`src/rtl/gray_step_sched_pkg.sv`:
```
// Shared constants for the Gray-stepper scheduler: FSM encoding, Gray landmarks, step function.
package gray_step_sched_pkg;

  localparam int unsigned ST_W = 2;
  localparam logic [ST_W-1:0] ST_IDLE = 2'd0;
  localparam logic [ST_W-1:0] ST_RUN  = 2'd1;
  localparam logic [ST_W-1:0] ST_DONE = 2'd2;

  localparam int unsigned GRAY_W = 3;
  localparam logic [GRAY_W-1:0] GRAY_WRAP_FROM = 3'b100;
  localparam logic [GRAY_W-1:0] GRAY_ZERO      = 3'b000;

  // One step along 000>001>011>010>110>111>101>100>000
  function automatic logic [GRAY_W-1:0] gray_next(input logic [GRAY_W-1:0] g);
    logic [GRAY_W-1:0] n;
    case (g)
      3'b000:  n = 3'b001;
      3'b001:  n = 3'b011;
      3'b011:  n = 3'b010;
      3'b010:  n = 3'b110;
      3'b110:  n = 3'b111;
      3'b111:  n = 3'b101;
      3'b101:  n = 3'b100;
      default: n = 3'b000;
    endcase
    return n;
  endfunction

endpackage

```
`src/rtl/gray_step_sched_core.sv`:
```
// 3-bit Gray stepper; Wrap flags the step that is about to roll 100 over to 000.
module gray_seq_core
  import gray_step_sched_pkg::*;
(
  input  logic              Clk,
  input  logic              Reset,
  input  logic              En,
  output logic [GRAY_W-1:0] Q,
  output logic              Wrap
);

  always_ff @(posedge Clk) begin
    if (Reset) begin
      Q <= GRAY_ZERO;
    end else if (En) begin
      Q <= gray_next(Q);
    end
  end

  // Combinational so the owner can capture the wrap on the very edge it happens
  assign Wrap = En && (Q == GRAY_WRAP_FROM);

endmodule

```
`src/rtl/gray_step_sched.sv`:
```
// Round-robin owner arbitration for a single shared Gray stepper, with sticky wrap flag.
module gray_step_sched
  import gray_step_sched_pkg::*;
#(
  parameter int unsigned N_REQ  = 4,
  parameter int unsigned STEP_W = 4
) (
  input  logic                      Clk,
  input  logic                      Reset,
  input  logic [N_REQ-1:0]          Req,
  input  logic [N_REQ*STEP_W-1:0]   StepCnt,
  input  logic                      ClrOvf,
  output logic [N_REQ-1:0]          Grant,
  output logic                      Busy,
  output logic                      Done,
  output logic                      Abort,
  output logic [2:0]                DoneId,
  output logic [GRAY_W-1:0]         GrayOut,
  output logic                      Overflow
);

  localparam int unsigned IDX_W = (N_REQ > 1) ? $clog2(N_REQ) : 1;

  logic [ST_W-1:0]   state_q, state_d;
  logic [IDX_W-1:0]  ptr_q, ptr_d;
  logic [IDX_W-1:0]  win_q, win_d;
  logic [STEP_W-1:0] rem_q, rem_d;
  logic              aborted_q, aborted_d;
  logic [N_REQ-1:0]  grant_q, grant_d;
  logic              busy_q, busy_d;
  logic              done_q, done_d;
  logic              abort_q, abort_d;
  logic [2:0]        doneid_q, doneid_d;
  logic              ovf_q, ovf_d;

  logic              en_c;
  logic              wrap_c;
  logic [IDX_W-1:0]  pick_c;
  logic [STEP_W-1:0] pick_cnt_c;
  logic [STEP_W-1:0] cnt_a [N_REQ];

  // First requester at or after ptr, wrapping modulo N_REQ
  function automatic logic [IDX_W-1:0] rr_pick(input logic [N_REQ-1:0] req,
                                               input logic [IDX_W-1:0] ptr);
    logic [IDX_W-1:0] sel;
    logic             found;
    int unsigned      j;
    sel   = '0;
    found = 1'b0;
    for (int unsigned k = 0; k < N_REQ; k++) begin
      j = (32'(ptr) + k) % N_REQ;
      if (!found && req[IDX_W'(j)]) begin
        sel   = IDX_W'(j);
        found = 1'b1;
      end
    end
    return sel;
  endfunction

  always_comb begin
    for (int i = 0; i < N_REQ; i++) begin
      cnt_a[i] = StepCnt[i*STEP_W +: STEP_W];
    end
  end

  assign pick_c     = rr_pick(Req, ptr_q);
  assign pick_cnt_c = cnt_a[pick_c];

  gray_seq_core u_core (
    .Clk   (Clk),
    .Reset (Reset),
    .En    (en_c),
    .Q     (GrayOut),
    .Wrap  (wrap_c)
  );

  // Next-state, stepper enable and next values of all registered outputs
  always_comb begin
    state_d   = state_q;
    ptr_d     = ptr_q;
    win_d     = win_q;
    rem_d     = rem_q;
    aborted_d = aborted_q;
    grant_d   = grant_q;
    done_d    = 1'b0;
    abort_d   = 1'b0;
    doneid_d  = 3'd0;
    en_c      = 1'b0;

    case (state_q)
      ST_IDLE: begin
        if (|Req) begin
          win_d     = pick_c;
          rem_d     = pick_cnt_c;
          aborted_d = 1'b0;
          if (pick_cnt_c == '0) begin
            state_d = ST_DONE;
            grant_d = '0;
          end else begin
            state_d = ST_RUN;
            grant_d = N_REQ'(1) << pick_c;
          end
        end
      end
      ST_RUN: begin
        if (Req[win_q]) begin
          en_c  = 1'b1;
          rem_d = rem_q - STEP_W'(1);
          if (rem_q == STEP_W'(1)) begin
            state_d = ST_DONE;
            grant_d = '0;
          end
        end else begin
          state_d   = ST_DONE;
          aborted_d = 1'b1;
          grant_d   = '0;
        end
      end
      ST_DONE: begin
        done_d   = 1'b1;
        abort_d  = aborted_q;
        doneid_d = 3'(win_q);
        ptr_d    = (win_q == IDX_W'(N_REQ - 1)) ? '0 : win_q + IDX_W'(1);
        state_d  = ST_IDLE;
      end
      default: begin
        state_d = ST_IDLE;
        grant_d = '0;
      end
    endcase

    busy_d = (state_d == ST_RUN) || (state_d == ST_DONE);
    // A wrap on the same edge as ClrOvf keeps the flag set
    ovf_d  = wrap_c ? 1'b1 : (ClrOvf ? 1'b0 : ovf_q);
  end

  always_ff @(posedge Clk) begin
    if (Reset) begin
      state_q   <= ST_IDLE;
      ptr_q     <= '0;
      win_q     <= '0;
      rem_q     <= '0;
      aborted_q <= 1'b0;
      grant_q   <= '0;
      busy_q    <= 1'b0;
      done_q    <= 1'b0;
      abort_q   <= 1'b0;
      doneid_q  <= 3'd0;
      ovf_q     <= 1'b0;
    end else begin
      state_q   <= state_d;
      ptr_q     <= ptr_d;
      win_q     <= win_d;
      rem_q     <= rem_d;
      aborted_q <= aborted_d;
      grant_q   <= grant_d;
      busy_q    <= busy_d;
      done_q    <= done_d;
      abort_q   <= abort_d;
      doneid_q  <= doneid_d;
      ovf_q     <= ovf_d;
    end
  end

  assign Grant    = grant_q;
  assign Busy     = busy_q;
  assign Done     = done_q;
  assign Abort    = abort_q;
  assign DoneId   = doneid_q;
  assign Overflow = ovf_q;

endmodule
```
`config.mk`:
```
export PLATFORM = sky130hd
export DESIGN_NAME = gray_step_sched
export DESIGN_NICKNAME = d
export VERILOG_FILES = /design/src/rtl/gray_step_sched_pkg.sv /design/src/rtl/gray_step_sched_core.sv /design/src/rtl/gray_step_sched.sv
export SDC_FILE = /design/constraint.sdc
export NUM_CORES = 1
export LEC_CHECK = 0
export CAP_MARGIN = 40
export CORE_AREA = 2 2 57 59
export CTS_CLUSTER_SIZE = 24
export DETAILED_ROUTE_END_ITERATION = 12
export DIE_AREA = 0 0 59 61
export GPL_TIMING_DRIVEN = 0
export HOLD_SLACK_MARGIN = 0.1
export PLACE_DENSITY = 0.71
export SYNTH_ARGS = -nofsm -noshare
export SYNTH_HDL_FRONTEND = slang
export SYNTH_SLANG_ARGS = --single-unit
```
`constraint.sdc`:
```
create_clock -name Clk -period 3.4 [get_ports Clk]
set_input_delay 1.02 -clock Clk [delete_from_list [all_inputs] [get_ports Clk]]
set_output_delay 1.02 -clock Clk [all_outputs]
set_load 0.05 [all_outputs]
```
==> results.md <==
- Status: completed
- Die Area: 3599 um2
- Max Slew Vio Count: 0
- GRT Overall Usage: 17.80%
- Slowest CP cell: clkdlybuf4s50_1
- Core ar.: 2953 um2
- Cells after synthesis: 144
- Largest net degree at the start of global routing: 15
- Die Ht: 61 um
- Via count of the first global-routing pass: 1,117
- Global-route wire length before repair: 4961 um
- Cell taking the most area after synthesis: dfxtp_1
- Initial DRC count: 22
- Hold WC Path Type: reg -> reg
- Total gr overflow: 0
- WP buf/inv: 4
- Max Fclk: 0.3173 GHz
- Clock Tree Buf Depth: 2
- Ant diodes: 0
- CP startpoint kind: input port
- Via count: 1,161
- Vias per cell: 5.375
- Worst clock skew: 0.007295 ns
- Placed insts: 212
- Layout Cells excl Fill: 216
- Final min period: approximately 3.2 ns
- Mapped Nets: 170
- Netlist area before placement: 1267 um2
- Starting density of the core: between 40% and 50%
- Critical path arrival: about 3.4 ns
- Worst vdd ir: 0.0002808 V
- Reg-to-reg endpoint: Grant[3]
- Hold Startpoint: aborted_q
- Post-synth cell types: 38
- Critical path's most frequent cell: mux2i_1
- Worst endpoint required time: 3.62 ns
- Cts hold-fix bufs: 0
- DP HPWL: 2247 um
- Crit-path max FO: 10
- EDFF count, synth: 0
- IO buf count: 35
- DRC violations left: 0
- Synth async-reset ratio: 0%
- RSZ-0062 raised after global routing: false
- DR pass1 iterations: 4
- Post-synthesis sequential area ratio: 37.91%
- Chip Width: 59 um
- Final Hold Violating Endpoints: 0
- Cells taking the most area after synthesis: dfxtp_1, mux2i_1, a21oi_1, nor2_1, nand2_1
- Power Total: 915.6 uW
- Post-cts gate resize count: 0
- CP max stage delay: 0.53 ns
- Clock sink total: 24
- Worst-Skew Late Latency: 0.32 ns
- Commonest non-fill, non-tap cell in the layout: clkdlybuf4s50_1
- Pwr dens: 533.4 nW/um2
- Count of final setup violators: 0
- Pleak: 0.7038 nW
- Final hold slack: 0.4747 ns
- Io pins: 37
- Top-area cell type share of the netlist area: 37.91%
- Rel. slew slack: 65.39%
- Rows: 20
- Max cap viols: 0
- RR Startpoint: ptr_q[1]
- Ys Warns: 0
- Most used DFF post-synth: dfxtp_1
- R2R setup slack: 0.96 ns
- H-Tree Depth: 1
- Post-CTS setup buffer count: 0
- Post-route ant nets: 0
- Commonest non-fill, non-tap cells in the layout: clkdlybuf4s50_1, dfxtp_1, nor2_1
- Setup WS post-layout: between 0.2 and 0.25 ns
- Pre-CTS setup slack: -0.2257 ns
- Hold Path End: Abort
- Clock Tree Root: clkbuf_4
- Clock-pin slew of the registers on the worst-case setup and hold paths: 0.14 ns
- Area Growth Syn to Fin: 35.44%
- Hold Crit Depth: 1
- CTS tree: yes
- Antenna violations before repair: 0
- Wire per inst: 13.32 um
- Critical-path cell list: clkdlybuf4s50_1, inv_1, a21oi_1, o22a_2, buf_6, mux2i_1, mux2i_1, or4_1, buf_2, a32o_1
- Worst Tran Pin Value: 0.5191 ns
- Num CTS Buffers: 3
- DRT Wirelength: roughly 2900 um
- Crit share post-route: 92.71%
- Nets: 210
- Fillers: around 270
- Syn Area/Cell: roughly 8.8 um2
- Crit path max-delay family: buffers and inverters
- Crit path capture type: flip-flop
- Routability cong.: 0.8284
- Kind of critical path: in -> reg
- Seq cells post-synth: 24
- R2R cell count: 9
- Share of cells above drive strength 1: 9.836%
layout make-up:
| type | count | area, um2 | share of cell area, % |
|---|---|---|---|
| plain buffers | 7 | 56.30 | 3.280 |
| well taps | 33 | 41.29 | 2.405 |
| clock buffers | 3 | 22.52 | 1.312 |
| flip-flops and latches | 24 | 480.5 | 27.99 |
| clock inverters | 1 | 30.03 | 1.749 |
| inverters | 7 | 26.28 | 1.531 |
| multi-input cells | 106 | 704.4 | 41.03 |
| repair buffers | 35 | 355.3 | 20.70 |
synth_stat cells, types with 2 or more instances:
master,number
a21oi_1,14
a22o_2,3
and2_1,3
buf_6,2
clkbuf_1,2
dfxtp_1,24
ha_1,3
inv_1,7
mux2i_1,14
nand2_1,11
nand2b_1,4
nand3b_1,2
nor2_1,17
nor3_1,5
nor4_1,2
o21ai_0,7
o22ai_1,2
or4_1,2
worst max-delay path by stage:
stage,startpoint,endpoint,slack [ns],depth (start not counted)
2_1_floorplan,Req[0],Grant[3],0.52,9
3_3_place_gp,Req[0],Grant[3],-0.15,10
3_5_place_dp,Req[0],Grant[3],-0.23,10
4_1_cts,Req[0],Grant[3],0.11,10
5_1_grt,Req[2],Grant[3],0.09,10
6_report,Req[2],Grant[3],0.25,10
state kept, by name, indices dropped and copies added, names as in the netlist, 2 cells and up, named ones only:
name	flops
u_core.Q	2
win_q	2
ptr_q	2
Grant	4
state_q	2
DoneId	2
rem_q	4
layer usage:
layer | global-route usage (%) | vias up | wire length [um]
met4 | 4.870 | 0 | 21
met5 | 0 | - | 0
li1 | - | 585 | -
met2 | 32.38 | 31 | 1433
met3 | 2.772 | 3 | 123
met1 | 21.83 | 542 | 1299
power breakdown:
part	leakage (nW)	switching (mW)	internal [mW]	total [mW]
clock	0.0279	0.0883	0.119	0.208
sequential	0.196	0.0389	0.323	0.362
combinational	0.480	0.195	0.150	0.346
through the flow:
| step | util (%) | cell area [um2] | TNS [ns] |
|---|---|---|---|
| 2_1_floorplan | - | 1267 | 0 |
| 3_3_place_gp | 56.19 | 1659 | -0.6040 |
| 3_5_place_dp | 56.19 | 1659 | -1.131 |
| 4_1_cts | 57.97 | 1712 | 0 |
| 5_1_grt | 58.14 | 1717 | 0 |
| 6_report | 58.14 | 1717 | 0 |
cell families after synthesis:
group,after synthesis,share of synthesized area (%)
adder cells (fa/ha/maj),3,2.962
AND/OR/NAND/NOR,51,20.53
buffers and inverters,14,6.515
AO/OA/AOI/OAI,35,18.26
multiplexers,15,12.83
flip-flops,24,37.91
other,1,0.2959
XOR/XNOR,1,0.6911
No activity file was read; power rests on OpenSTA's default activity.
